[src/rtl/out_controller.sv]
// Read-out sequencer for the matrix multiplier result bank: walks rd_sel 1..NUM_OUT,
// streams each word on a valid/ready port, then clears the bank and pulses done.
//
// state | meaning
// IDLE  | waiting for start, rd_sel=0
// FETCH | rd_sel=idx, capture res_data into out_data
// SEND  | out_data offered downstream until accepted
// CLEAR | one-cycle clr_res/done pulse
module out_controller #(
  parameter int NUM_OUT = 4,
  parameter int SEL_W   = 3,
  parameter int DATA_W  = 16
) (
  input  logic              clk,
  input  logic              reset,
  input  logic              start,
  input  logic [DATA_W-1:0] res_data,
  output logic [SEL_W-1:0]  rd_sel,
  output logic [DATA_W-1:0] out_data,
  output logic              out_valid,
  input  logic              out_ready,
  output logic              out_last,
  output logic              busy,
  output logic              clr_res,
  output logic              done
);

  typedef enum logic [1:0] {IDLE, FETCH, SEND, CLEAR} state_t;

  localparam logic [SEL_W-1:0] FIRST_IDX = SEL_W'(1);
  localparam logic [SEL_W-1:0] LAST_IDX  = SEL_W'(NUM_OUT);

  state_t           state, state_nxt;
  logic [SEL_W-1:0] idx;

  always_ff @(posedge clk or posedge reset) begin
    if (reset) state <= IDLE;
    else       state <= state_nxt;
  end

  always_comb begin
    state_nxt = state;
    case (state)
      IDLE:    if (start) state_nxt = FETCH;
      FETCH:   state_nxt = SEND;
      SEND:    if (out_ready) state_nxt = (idx == LAST_IDX) ? CLEAR : FETCH;
      CLEAR:   state_nxt = IDLE;
      default: state_nxt = IDLE;
    endcase
  end

  // idx saturates at LAST_IDX; the word after the last one is CLEAR, never a wrap.
  always_ff @(posedge clk or posedge reset) begin
    if (reset) begin
      idx      <= '0;
      out_data <= '0;
    end else begin
      if (state == IDLE && start)
        idx <= FIRST_IDX;
      else if (state == SEND && out_ready && idx != LAST_IDX)
        idx <= idx + 1'b1;
      if (state == FETCH)
        out_data <= res_data;
    end
  end

  always_comb begin
    rd_sel    = '0;
    out_valid = 1'b0;
    out_last  = 1'b0;
    busy      = (state != IDLE);
    clr_res   = 1'b0;
    done      = 1'b0;
    case (state)
      FETCH: rd_sel = idx;
      SEND: begin
        rd_sel    = idx;
        out_valid = 1'b1;
        out_last  = (idx == LAST_IDX);
      end
      CLEAR: begin
        clr_res = 1'b1;
        done    = 1'b1;
      end
      default: ;
    endcase
  end

endmodule

[config.mk]
export PLATFORM = sky130hd
export DESIGN_NAME = out_controller
export DESIGN_NICKNAME = d
export VERILOG_FILES = /design/src/rtl/out_controller.sv
export SDC_FILE = /design/constraint.sdc
export NUM_CORES = 1
export LEC_CHECK = 0
export CORE_MARGIN = 2
export CORE_UTILIZATION = 30
export DETAILED_ROUTE_END_ITERATION = 16
export DONT_BUFFER_PORTS = 1
export GPL_ROUTABILITY_DRIVEN = 0
export SYNTH_ARGS = -nofsm -noshare
export SYNTH_HDL_FRONTEND = slang
export SYNTH_SLANG_ARGS = --single-unit
[constraint.sdc]
create_clock -name clk -period 1.8 [get_ports clk]
set_input_delay 0 -clock clk [delete_from_list [all_inputs] [get_ports clk]]
set_output_delay 0 -clock clk [all_outputs]
set_load 0.005 [all_outputs]
==> out/results.md <==
| Stage | Parameter | This run |
|:---|:---|:---|
| run status | Outcome | complete, no violations |
| die | # IOs | 44 |
| route | DRC violations left | 0 |
| route | First-iteration detailed-routing DRC count | 24 |
| power and ir drop | Peak VDD IR | 0.000596 V |
| timing | Total negative slack | 0 ps |
| synth | Yosys warns | 0 |
| worst setup path | Slowest cell delay on critical path | 430 ps |
| timing | Number of endpoints failing setup at the final stage | 0 |
| placement | Instance area at placement | 0.00103 mm^2 |
| global routing | Total gr overflow | 0 |
| synth | Count of mapped cells out of synthesis | 75 |
| power and ir drop | Leakage component of the power | 0.542 nW |
| timing | Smallest setup slack after layout | 277 ps |
| global routing | Overall global routing resource usage | 10.3% |
| placement | Total half-perimeter wirelength after legalization and detailed placement | 1.22 mm |
| route | Average detailed-routed wire length per instance | 13.7 um |
| clocking | Worst-skew pair later-pin latency | 290 ps |
| route | Total vias in the final route | 643 |
| synth | Netlist area before placement | 985 um^2 |
| die | Horizontal extent of the die | 61.3 um |
| finish | Final standard cell utilization of the core | 40.4% |
| clocking | Number of buffers inserted during clock tree synthesis | 3 |
| worst setup path | Critical-path maximum fanout | 6 |
| finish | Net count of the finished layout | 124 |
| global routing | Antenna violations before repair | 0 |
| route | Pre-antenna DRT Iters | 3 |
| synth | Number of nets in the synthesized netlist | 102 |
| clocking | Clock sink count | 21 |
| finish | Layout cells sized above 1 | 25.0% |
| timing | Achievable frequency | 0.657 GHz |
| timing | RSZ-0062 raised after global routing | false |
| worst setup path | Slowest CP cell | dfrtp_1 |
| finish | P&R area growth vs syn | 26.3% |
| die | Starting density of the core | 32.0% |
| synth | Mean instance size in the synthesized netlist | 13.1 um^2 |
| clocking | Clock-pin transition on the worst setup and hold timing paths | 110 ps |
| route | Final ANT Viol Nets | 0 |
| clocking | Number of instances resized during post-cts repair | 0 |
| clocking | Clk buf depth | 2 |
| clocking | Clock tree from TritonCTS | built |
| die | Chip height | 61.3 um |
| global routing | Maximum number of pins on one net before global-route repair | 22 |
| placement | Post-Place Worst Slack | 291 ps |
| power and ir drop | Power per cell area | 1480 mW/mm^2 |
| worst setup path | Data arrival time of the critical path | 1750 ps |
| clocking | Quantity of hold-fixing buffers added after cts | 19 |
| timing | Final number of max-transition violations | 0 |
| worst setup path | Data required time at the worst endpoint | 2030 ps |
| worst hold path | Tightest Hold Check Type | in -> reg |
| timing | Slew HR | 47.1% |
| worst setup path | Critical-path cell list | inv_1 -> ha_1 -> nand2_2 -> or3b_1 -> a21boi_1 |
| route | Routed vias/inst | 4.59 |
| global routing | Via count of the first global-routing pass | 678 |
| timing | Final hold violation count | 0 |
| synth | Post-synthesis register bit count | 21 |
| worst setup path | Start-to-end type of the worst setup path | reg -> reg |
| clocking | H-tree depth | 1 |
| finish | Post-route standard cell area excluding fillers | 0.00124 mm^2 |
| finish | Antenna diode count | 0 |
| synth | Sequential element share of the synthesized area | 53.4% |
| clocking | CTS Root Cell | clkbuf_4 |
| timing | Min Tclk post-route | 1520 ps |
| die | Area enclosed by the die boundary | 0.00376 mm^2 |
| timing | Actual slew at the worst max-slew pin | 792 ps |
| flow run | Count of maximum capacitance violations | 0 |
| finish | Commonest cells after routing, fill and taps aside | 21 x dfrtp_1, 19 x dlygate4sd3_1, 16 x mux2_2 |
| clocking | Number of buffers inserted by post-CTS setup repair | 0 |
| die | Row Count | 20 |
| route | Aggregate routed wire length | 1.92 mm |
| worst setup path | Critical Path Source Type | register |
| worst setup path | CP endpoint kind | register |
| power and ir drop | Sum of internal, switching and leakage power | 1.84 mW |
| timing | Final clock skew | 4.59 ps |
| placement | Number of buffers added on ports | 0 |
| synth | Number of distinct library cells after synthesis | 25 |
| timing | Fin crit share | 84.6% |
| finish | Leading cell type in the layout, fill and taps excluded | dfrtp_1 |
| die | Core ar. | 0.00308 mm^2 |
| global routing | Wire length of the first global-routing pass | 2.82 mm |
-- cell usage after synthesis --
master / n / area share (%)
ha_1: 7 / 8.9
nor2b_1: 2 / 1.3
dfrtp_1: 21 / 53
and2_1: 2 / 1.3
o32a_1: 1 / 1.0
a21boi_1: 1 / 0.76
o31ai_1: 1 / 0.76
buf_2: 1 / 0.51
buf_4: 2 / 1.5
nor3b_1: 1 / 0.76
nand2_2: 1 / 0.64
or3_1: 1 / 0.64
nand2_1: 1 / 0.38
a221oi_1: 1 / 0.89
mux2_2: 16 / 18
and2_2: 1 / 0.76
o41ai_1: 1 / 0.89
nor2_1: 1 / 0.38
a31oi_1: 1 / 0.64
or3b_1: 1 / 0.89
inv_1: 6 / 2.3
nand3_1: 1 / 0.51
and2_4: 1 / 0.89
o21ai_0: 2 / 1.0
and3_2: 1 / 0.76
-- layer usage --
layer	up-vias	share of wire [%]	global-route usage, %	wire length, um
li1	301	-	-	-
met1	312	39	10.8	757
met2	30	52	19.8	1000
met3	0	8.4	3.15	161
met4	0	0	2.80	0
met5	-	0	0	0
-- registers in the layout (all words and copies together) (netlist names) --
name,flops
state,2
out_data,16
idx,3
-- power by group --
part | leakage [nW] | internal [mW] | switching (mW)
registers | 0.249 | 0.708 | 0.190
logic | 0.277 | 0.409 | 0.315
clock network | 0.0150 | 0.0861 | 0.133
total | 0.542 | 1.20 | 0.638
-- cells by family (layout without fill, tap and decap cells) --
family                   count (synthesis)  count (layout)  share of synthesized area, %
flip-flops                              21              21                          53.4
multiplexers                            16              16                          18.3
AND/OR/NAND/NOR                         14              14                          9.15
buffers and inverters                    9              30                          4.32
AO/OA/AOI/OAI                            8               8                          5.97
adder cells (fa/ha/maj)                  7               7                          8.89
-- metrics by stage --
| step | hold slack [ps] | cells |
|---|---|---|
| after floorplan | -23.5 | 75 |
| after global placement | 74.3 | 117 |
| after detailed placement | 93.6 | 117 |
| after CTS | 19.4 | 140 |
| after global routing | 51.7 | 140 |
| final | 35.2 | 140 |
-- cell type report --
class	count	area, um^2
clock buffers	4	26.3
fillers	293	1830
inverters	6	22.5
multi-input cells	45	417
flip-flops and latches	21	526
well taps	44	55.1
repair buffers	20	198
-- worst max-delay path: cells and delay by family, from the launching register on --
family	cells	cell delay [ps]
compound gates	1	120
simple gates	2	470
buf+inv	1	130
fa+ha+maj	1	310
flops	1	430
-- final timing paths --
| path | startpoint | endpoint | slack, ps | cells past startpoint |
|---|---|---|---|---|
| min reg2reg | idx[2] | idx[2] | 530 | 1 |
| min | start | state[0] | 40 | 3 |
| max reg2reg | state[0] | idx[1] | 280 | 5 |
| max in group asynchronous | reset | out_data[11] | 1010 | 2 |
| min in group asynchronous | reset | out_data[6] | 300 | 2 |
| max | state[0] | idx[1] | 280 | 5 |
No activity file was read; power rests on OpenSTA's default activity.
